### src/rtl/ddr5_ctrl_pkg.sv
// Shared types and default timing for the DDR5 controller datapath.
// Holds scheduler state encoding, direction codes and turnaround defaults.
package ddr5_ctrl_pkg;

    typedef enum logic [1:0] {
        ST_IDLE = 2'd0,
        ST_RD   = 2'd1,
        ST_WR   = 2'd2,
        ST_TURN = 2'd3
    } sched_state_t;

    localparam logic DIR_READ  = 1'b0;
    localparam logic DIR_WRITE = 1'b1;

    localparam int T_WTR_DEF = 4;
    localparam int T_RTW_DEF = 3;

    function automatic int max_int(input int a, input int b);
        return (a > b) ? a : b;
    endfunction

endpackage

### src/rtl/ddr5_turnaround_timer.sv
// Loadable down-counter timing the bus-turnaround gap.
// done is high in the T-th cycle after the start cycle.
module ddr5_turnaround_timer #(
    parameter int CW = 3
) (
    input  logic          clk,
    input  logic          rst_n,
    input  logic          start,
    input  logic [CW-1:0] load_val,
    output logic          done
);

    logic [CW-1:0] cnt;

    always_ff @(posedge clk) begin
        if (!rst_n) begin
            cnt <= '0;
        end else if (start) begin
            cnt <= load_val;
        end else if (cnt != '0) begin
            cnt <= cnt - CW'(1);
        end
    end

    assign done = (cnt == CW'(1));

endmodule

### src/rtl/ddr5_rw_scheduler.sv
// Read/write command scheduler sharing the DDR5 command path between the
// write-request and read-address FIFOs, with turnaround gaps on direction change.
module ddr5_rw_scheduler
    import ddr5_ctrl_pkg::*;
#(
    parameter int ADDR_W     = 32,
    parameter int CNT_W      = 4,
    parameter int WR_HI_WM   = 6,
    parameter int WR_LO_WM   = 2,
    parameter int T_WTR      = T_WTR_DEF,
    parameter int T_RTW      = T_RTW_DEF,
    parameter int STARVE_MAX = 8
) (
    input  logic              mem_clk,
    input  logic              rst_n,
    input  logic              wr_empty,
    input  logic [CNT_W-1:0]  wr_count,
    input  logic [ADDR_W-1:0] wr_addr,
    output logic              wr_pop,
    input  logic              rd_empty,
    input  logic [ADDR_W-1:0] rd_addr,
    output logic              rd_pop,
    output logic              cmd_valid,
    output logic              cmd_write,
    output logic [ADDR_W-1:0] cmd_addr,
    input  logic              cmd_ready,
    output logic              busy
);

    localparam int TC_W = $clog2(max_int(T_WTR, T_RTW) + 1);
    localparam int SC_W = $clog2(STARVE_MAX + 1);

    sched_state_t    state;
    logic            last_dir;
    logic            commit;
    logic [SC_W-1:0] starve_cnt;

    logic            slot_free;
    logic            decide;
    logic            want_rd;
    logic            want_wr;
    logic            has_choice;
    logic            choice_dir;
    logic            load;
    logic            turn;
    logic            tmr_done;
    logic [TC_W-1:0] turn_len;

    assign slot_free = !cmd_valid || cmd_ready;
    assign decide    = rst_n && slot_free && (state != ST_TURN);

    // The cycle right after a turnaround forces the new direction instead of re-arbitrating.
    always_comb begin
        want_rd = 1'b0;
        want_wr = 1'b0;
        if (commit) begin
            want_rd = (last_dir == DIR_READ) && !rd_empty;
            want_wr = (last_dir == DIR_WRITE) && !wr_empty;
        end else if (last_dir == DIR_READ) begin
            if (!wr_empty && (wr_count >= CNT_W'(WR_HI_WM) || rd_empty ||
                              starve_cnt == SC_W'(STARVE_MAX))) begin
                want_wr = 1'b1;
            end else if (!rd_empty) begin
                want_rd = 1'b1;
            end
        end else begin
            if (!rd_empty && (wr_empty || wr_count <= CNT_W'(WR_LO_WM))) begin
                want_rd = 1'b1;
            end else if (!wr_empty) begin
                want_wr = 1'b1;
            end
        end
    end

    assign has_choice = want_rd || want_wr;
    assign choice_dir = want_wr ? DIR_WRITE : DIR_READ;
    assign load       = decide && has_choice && (choice_dir == last_dir);
    assign turn       = decide && has_choice && (choice_dir != last_dir);
    assign rd_pop     = load && (choice_dir == DIR_READ);
    assign wr_pop     = load && (choice_dir == DIR_WRITE);
    assign busy       = (state != ST_IDLE) || cmd_valid;
    assign turn_len   = (choice_dir == DIR_READ) ? TC_W'(T_WTR) : TC_W'(T_RTW);

    ddr5_turnaround_timer #(.CW(TC_W)) u_timer (
        .clk      (mem_clk),
        .rst_n    (rst_n),
        .start    (turn),
        .load_val (turn_len),
        .done     (tmr_done)
    );

    always_ff @(posedge mem_clk) begin
        if (!rst_n) begin
            state      <= ST_IDLE;
            last_dir   <= DIR_READ;
            commit     <= 1'b0;
            starve_cnt <= '0;
            cmd_valid  <= 1'b0;
            cmd_write  <= 1'b0;
            cmd_addr   <= '0;
        end else begin
            commit <= 1'b0;
            if (state == ST_TURN) begin
                if (tmr_done) begin
                    state  <= (last_dir == DIR_WRITE) ? ST_WR : ST_RD;
                    commit <= 1'b1;
                end
            end else if (slot_free) begin
                if (load) begin
                    cmd_valid <= 1'b1;
                    cmd_write <= choice_dir;
                    cmd_addr  <= (choice_dir == DIR_WRITE) ? wr_addr : rd_addr;
                    state     <= (choice_dir == DIR_WRITE) ? ST_WR : ST_RD;
                end else begin
                    cmd_valid <= 1'b0;
                    state     <= turn ? ST_TURN : ST_IDLE;
                    if (turn) begin
                        last_dir <= choice_dir;
                    end
                end
            end

            if (wr_empty || wr_pop) begin
                starve_cnt <= '0;
            end else if (rd_pop && starve_cnt != SC_W'(STARVE_MAX)) begin
                starve_cnt <= starve_cnt + SC_W'(1);
            end
        end
    end

endmodule
### config.mk
export PLATFORM = sky130hd
export DESIGN_NAME = ddr5_rw_scheduler
export DESIGN_NICKNAME = d
export VERILOG_FILES = /design/src/rtl/ddr5_ctrl_pkg.sv /design/src/rtl/ddr5_turnaround_timer.sv /design/src/rtl/ddr5_rw_scheduler.sv
export SDC_FILE = /design/constraint.sdc
export NUM_CORES = 1
export LEC_CHECK = 0
export CORE_ASPECT_RATIO = 1.4
export CORE_MARGIN = 5
export CORE_UTILIZATION = 46
export CTS_BUF_LIST = sky130_fd_sc_hd__clkbuf_8
export DETAILED_ROUTE_END_ITERATION = 10
export HOLD_SLACK_MARGIN = 0.12
export MAX_ROUTING_LAYER = met4
export PLACE_DENSITY = 0.88
export REMOVE_ABC_BUFFERS = 1
export SYNTH_ARGS = -nofsm -noshare
export SYNTH_HDL_FRONTEND = slang
export SYNTH_SLANG_ARGS = --single-unit
### constraint.sdc
create_clock -name mem_clk -period 5.7 [get_ports mem_clk]
set_input_delay 1.14 -clock mem_clk [delete_from_list [all_inputs] [get_ports mem_clk]]
set_output_delay 1.14 -clock mem_clk [all_outputs]
set_load 0.03 [all_outputs]
Word-level counts from Yosys, hierarchy flattened. Cells that the tools add are included.

Muxes and demuxes: 24. Reductions and logical operators: 32. Bitwise logic cells: 5. Add/sub/neg operators: 2. Magnitude comparators: 2. Equality and inequality tests: 8.

Operators by type and width (number): 32-bit two-way mux (1); 2-bit two-way mux (7); 1-bit two-way mux (13); 1-bit logical AND (12); 3-bit two-way mux (3); 1-bit logical OR (7); 2-bit AND reduction (3); 2-bit nonzero test (3); 1-bit inverter (5); 4-bit by 1-bit adder with 4-bit output, second input constant (1); 4-bit equality test, second input constant (1); 4-bit by 3-bit >= comparator with 1-bit output, second input constant (1); 4-bit by 2-bit less-or-equal comparator with 1-bit output, second input constant (1); 2-bit inequality test, second input constant (2); 4-bit inequality test, second input constant (1); 4-bit AND reduction (1); 3-bit by 1-bit equality test with 1-bit output, second input constant (1); 1-bit zero test (3); 3-bit AND reduction (1); 3-bit nonzero test (1); 3-bit by 1-bit subtractor with 3-bit output, second input constant (1); 2-bit equality test, second input constant (1); 2-bit OR reduction (1); 1-bit equality test (1); 1-bit inequality test (1).

Output and inout port bits: 37. Input port bits: 73. Register bits: 45.

Depth between registers and ports, before layout.
Depth in word-level cells: 14. Depth in mapped cells: 9. Mapped depth without buffers: 7.

Cells and area by module. A second synthesis with hierarchy kept.

Cell total of the unflattened synthesis: 255. Area total of the unflattened synthesis: 2621.3 µm².

By module, submodules not included: ddr5_rw_scheduler (cells each 232, area an instance 2401.1 µm², times used 1, sequential area each 840.8 µm²); ddr5_turnaround_timer (cells each 23, area an instance 220.2 µm², times used 1, sequential area each 60.1 µm²).

Least setup slack after synthesis. Ideal clock, no wire load.

Kind: input to output. Start: input wr_count[0]. End: output rd_pop. Cell stages on the path: 5. Path buffers: 1. Arrival time: 2.687 ns. Data required time: 4.560 ns. Slack: 1.873 ns. Path through: a211oi_2 -> o311a_1 -> a22oi_4 -> buf_6 -> nor3_1.

Word-level cells in the longest chain between the ends: 11.

RTL lines: start: declaration (RTL line ddr5_rw_scheduler.sv:17) `input logic [CNT_W-1:0] wr_count,`; 4-bit by 3-bit >= comparator with 1-bit output (RTL line ddr5_rw_scheduler.sv:60) `if (!wr_empty && (wr_count >= CNT_W'(WR_HI_WM) || rd_empty ||`; 1-bit logical OR (2 in a row) (RTL line ddr5_rw_scheduler.sv:60); 1-bit logical AND (RTL line ddr5_rw_scheduler.sv:60); 1-bit two-way mux (RTL line ddr5_rw_scheduler.sv:60); 1-bit two-way mux (RTL line ddr5_rw_scheduler.sv:59) `end else if (last_dir == DIR_READ) begin`; 1-bit two-way mux (RTL line ddr5_rw_scheduler.sv:56) `if (commit) begin`; 1-bit two-way mux / 1-bit logical OR (equally long branches) (RTL line ddr5_rw_scheduler.sv:76, ddr5_rw_scheduler.sv:75); 1-bit equality test / 1-bit logical AND (equally long branches) (RTL line ddr5_rw_scheduler.sv:77) `assign load = decide && has_choice && (choice_dir == last_dir);`; 1-bit logical AND (RTL line ddr5_rw_scheduler.sv:77); 1-bit logical AND (*) (RTL line ddr5_rw_scheduler.sv:79) `assign rd_pop = load && (choice_dir == DIR_READ);`; end: declaration (RTL line ddr5_rw_scheduler.sv:22) `output logic rd_pop,`.

Mark *: on every way between the ends. The rest lies on a longest branch, timed or not.

Worst setup path after layout.
Start: input wr_count[3]. End: output rd_pop.

The elaborated chain is that of the path after synthesis.

==> out/results.txt <==
Outcome -> finished, final reports clean
Hold_buf cts -> 0
Hold Violations, Final -> 0
# IOs -> 110
Met2 wire length -> 3520 um
Worst hold path type -> flop to flop
Post-CTS sizing -> 0
Core area -> 5160 um^2
Syn Std Cell Area -> 2430 um^2
Cell row count -> 31
Area growth syn-to-layout -> 46.2%
Grt ovf -> 0
CTS H-Tree Depth -> 2
Area share of the largest cell type after synthesis -> 37.1%
Setup Slack @ Placement -> 1.13 ns
Slew headroom -> 38.1%
Number of buffers on the longest clock path -> 2
PwrDens -> 250 nW/um^2
Clock-pin slew of the registers on the worst-case setup and hold paths -> 0.09 ns
Skew final -> 0.0107 ns
Pin count of the biggest net entering global routing -> 39
Final net count -> 427
Root buffer cell -> clkbuf_8
Die height -> 95.9 um
CTS tree -> built
Yosys reg bits -> 45
Setup Viol. Count Final -> 0
Critical path capture point type -> output pin
Routed metal-1 wirelength -> 2530 um
Via count -> 2,333
RSZ-0062 raised after global routing -> false
Yosys Warn Count -> 0
Commonest non-fill, non-tap cell in the layout -> clkdlybuf4s50_1
Initial antenna violation count -> 0
Final wirelength -> 6730 um
Synth area leaders -> dfxtp_1 37%, mux2i_1 13%, a211oi_1 9.6%
Crit Path Category -> input pin to output pin
Slew Limit Fails -> 0
Hpwl dp -> 4970 um
Leak -> 0.00128 uW
Global-route wire length before repair -> 10,900 um
Peak supply drop -> 149 uV
Required time worst endpoint -> 4.56 ns
Residual DRC -> 0
DR top layer -> met4
Synth Flop Type -> dfxtp_1
N_diodes -> 0
Vias in the first global route -> 2,388
CP Launch Type -> input pin
CTS Buf Count -> 5
Routability Congestion -> 0.873
Slew @ Worst Pin -> 0.926 ns
GRT Total Usage -> 20.5%
Synthesized netlist cell count -> 250
First drt pass iteration count -> 6
Post-detailed-route wirelength per cell -> 16.2 um
Fraction of registers with async set/reset -> 0%
Number of synthesized flops with an enable pin -> 0
Max-cap violations -> 0
Post-route ant nets -> 0
Met3 wire length -> 468 um
Crit path time final -> 4.60 ns
CP arrival -> 3.46 ns
Final setup TNS -> 0 ns
Clk_lat worst skew -> 0.29 ns
Sequential share of the synthesized area -> 37.1%
Initial DRC Count -> 157
Port-buffer cells -> 109
Final Cycle Share -> 80.8%
Initial core utilization -> 47.0%
Cell taking the most area after synthesis -> dfxtp_1
Vias/cell -> 5.64
Post-CTS Setup Bufs -> 0
Setup ws final -> 1.10 ns
Most frequent cells in the layout -> 109 x clkdlybuf4s50_1, 45 x a21oi_1, 45 x dfxtp_1
Share of cells above drive strength 1 -> 7.47%
Syn Area/Cell -> 9.70 um^2
Max Clk Rate -> 217 MHz
Critical path peak fanout -> 8
Clk sinks -> 45
Die W -> 71.4 um
Netlist cell types -> 46
Die area -> 6850 um^2
-- where the power goes --
group	switching [uW]	internal, uW	leakage [uW]	total, uW
clock network	101	80.8	0.0000399	182
registers	22.3	349	0.000370	372
logic	173	158	0.000871	331
total	297	588	0.00128	885
-- per-layer routing --
layer	GRT usage [%]	up-vias
met1	21.3	1069
met4	7.99	0
li1	-	1142
met5	-	-
met3	4.18	22
met2	37.6	100
-- worst paths after layout --
check	startpoint	end	slack, ns	depth (start not counted)
worst max register to register	starve_cnt[0]	u_timer.cnt[2]	3.33	7
worst min register to register	cmd_write	cmd_write	0.49	2
worst max-delay path	wr_count[3]	rd_pop	1.10	6
worst min-delay path	cmd_write	cmd_write	0.49	2
-- Yosys cell counts (all sizes together) (2+ instances only) --
cell    instances
o311a           3
nand2           7
o31ai           2
inv             8
a31o            2
dfxtp          45
nor2b           3
nor3b           2
nor3            2
a21oi          46
buf            15
a211oi         35
nand3           3
nand2b          2
nor2            4
mux2i          32
ha              5
clkbuf          4
o21ai          10
and2            2
-- sequential cells by signal (all words and copies together) (netlist names) --
signal and count:
cmd_addr 32, cmd_valid 1, cmd_write 1, commit 1, last_dir 1, starve_cnt 4
state 2, u_timer.cnt 3
-- metrics by stage --
step / std cells / util [%] / total power [uW] / instance area [um^2] / hold slack, ns
3_5_place_dp: 408 / 67.3 / 710 / 3470 / 0.481
4_1_cts: 414 / 68.7 / 893 / 3550 / 0.492
6_report: 414 / 68.7 / 885 / 3550 / 0.494
5_1_grt: 414 / 68.7 / 938 / 3550 / 0.508
3_3_place_gp: 408 / 67.3 / 701 / 3470 / 0.483
2_1_floorplan: 231 / - / 570 / 2280 / 0.452
-- kinds of logic after synthesis --
kind of cell	Yosys count	synth area share, %
AO/OA/AOI/OAI	108	31.8
XOR/XNOR	1	0.361
adder cells (fa/ha/maj)	5	2.58
buffers and inverters	27	7.17
flip-flops	45	37.1
multiplexers	32	13.2
AND/OR/NAND/NOR	32	7.79
-- layout make-up --
| cell class | instances | area (um^2) |
|---|---|---|
| Fill cell | 443 | 1610 |
| Clock buffer | 5 | 68.8 |
| Multi-Input combinational cell | 178 | 1350 |
| Timing Repair Buffer | 111 | 1110 |
| Clock inverter | 1 | 5.00 |
| Inverter | 8 | 30.0 |
| Tap cell | 66 | 82.6 |
| Sequential cell | 45 | 901 |
-- critical path: stages --
cell	delay (ns)
clkdlybuf4s50_1	0.45
a211oi_2	0.37
a31oi_4	0.20
and2_2	0.25
nor3_1	0.31
clkdlybuf4s50_1	0.74
(Power assumes the default switching activity.)
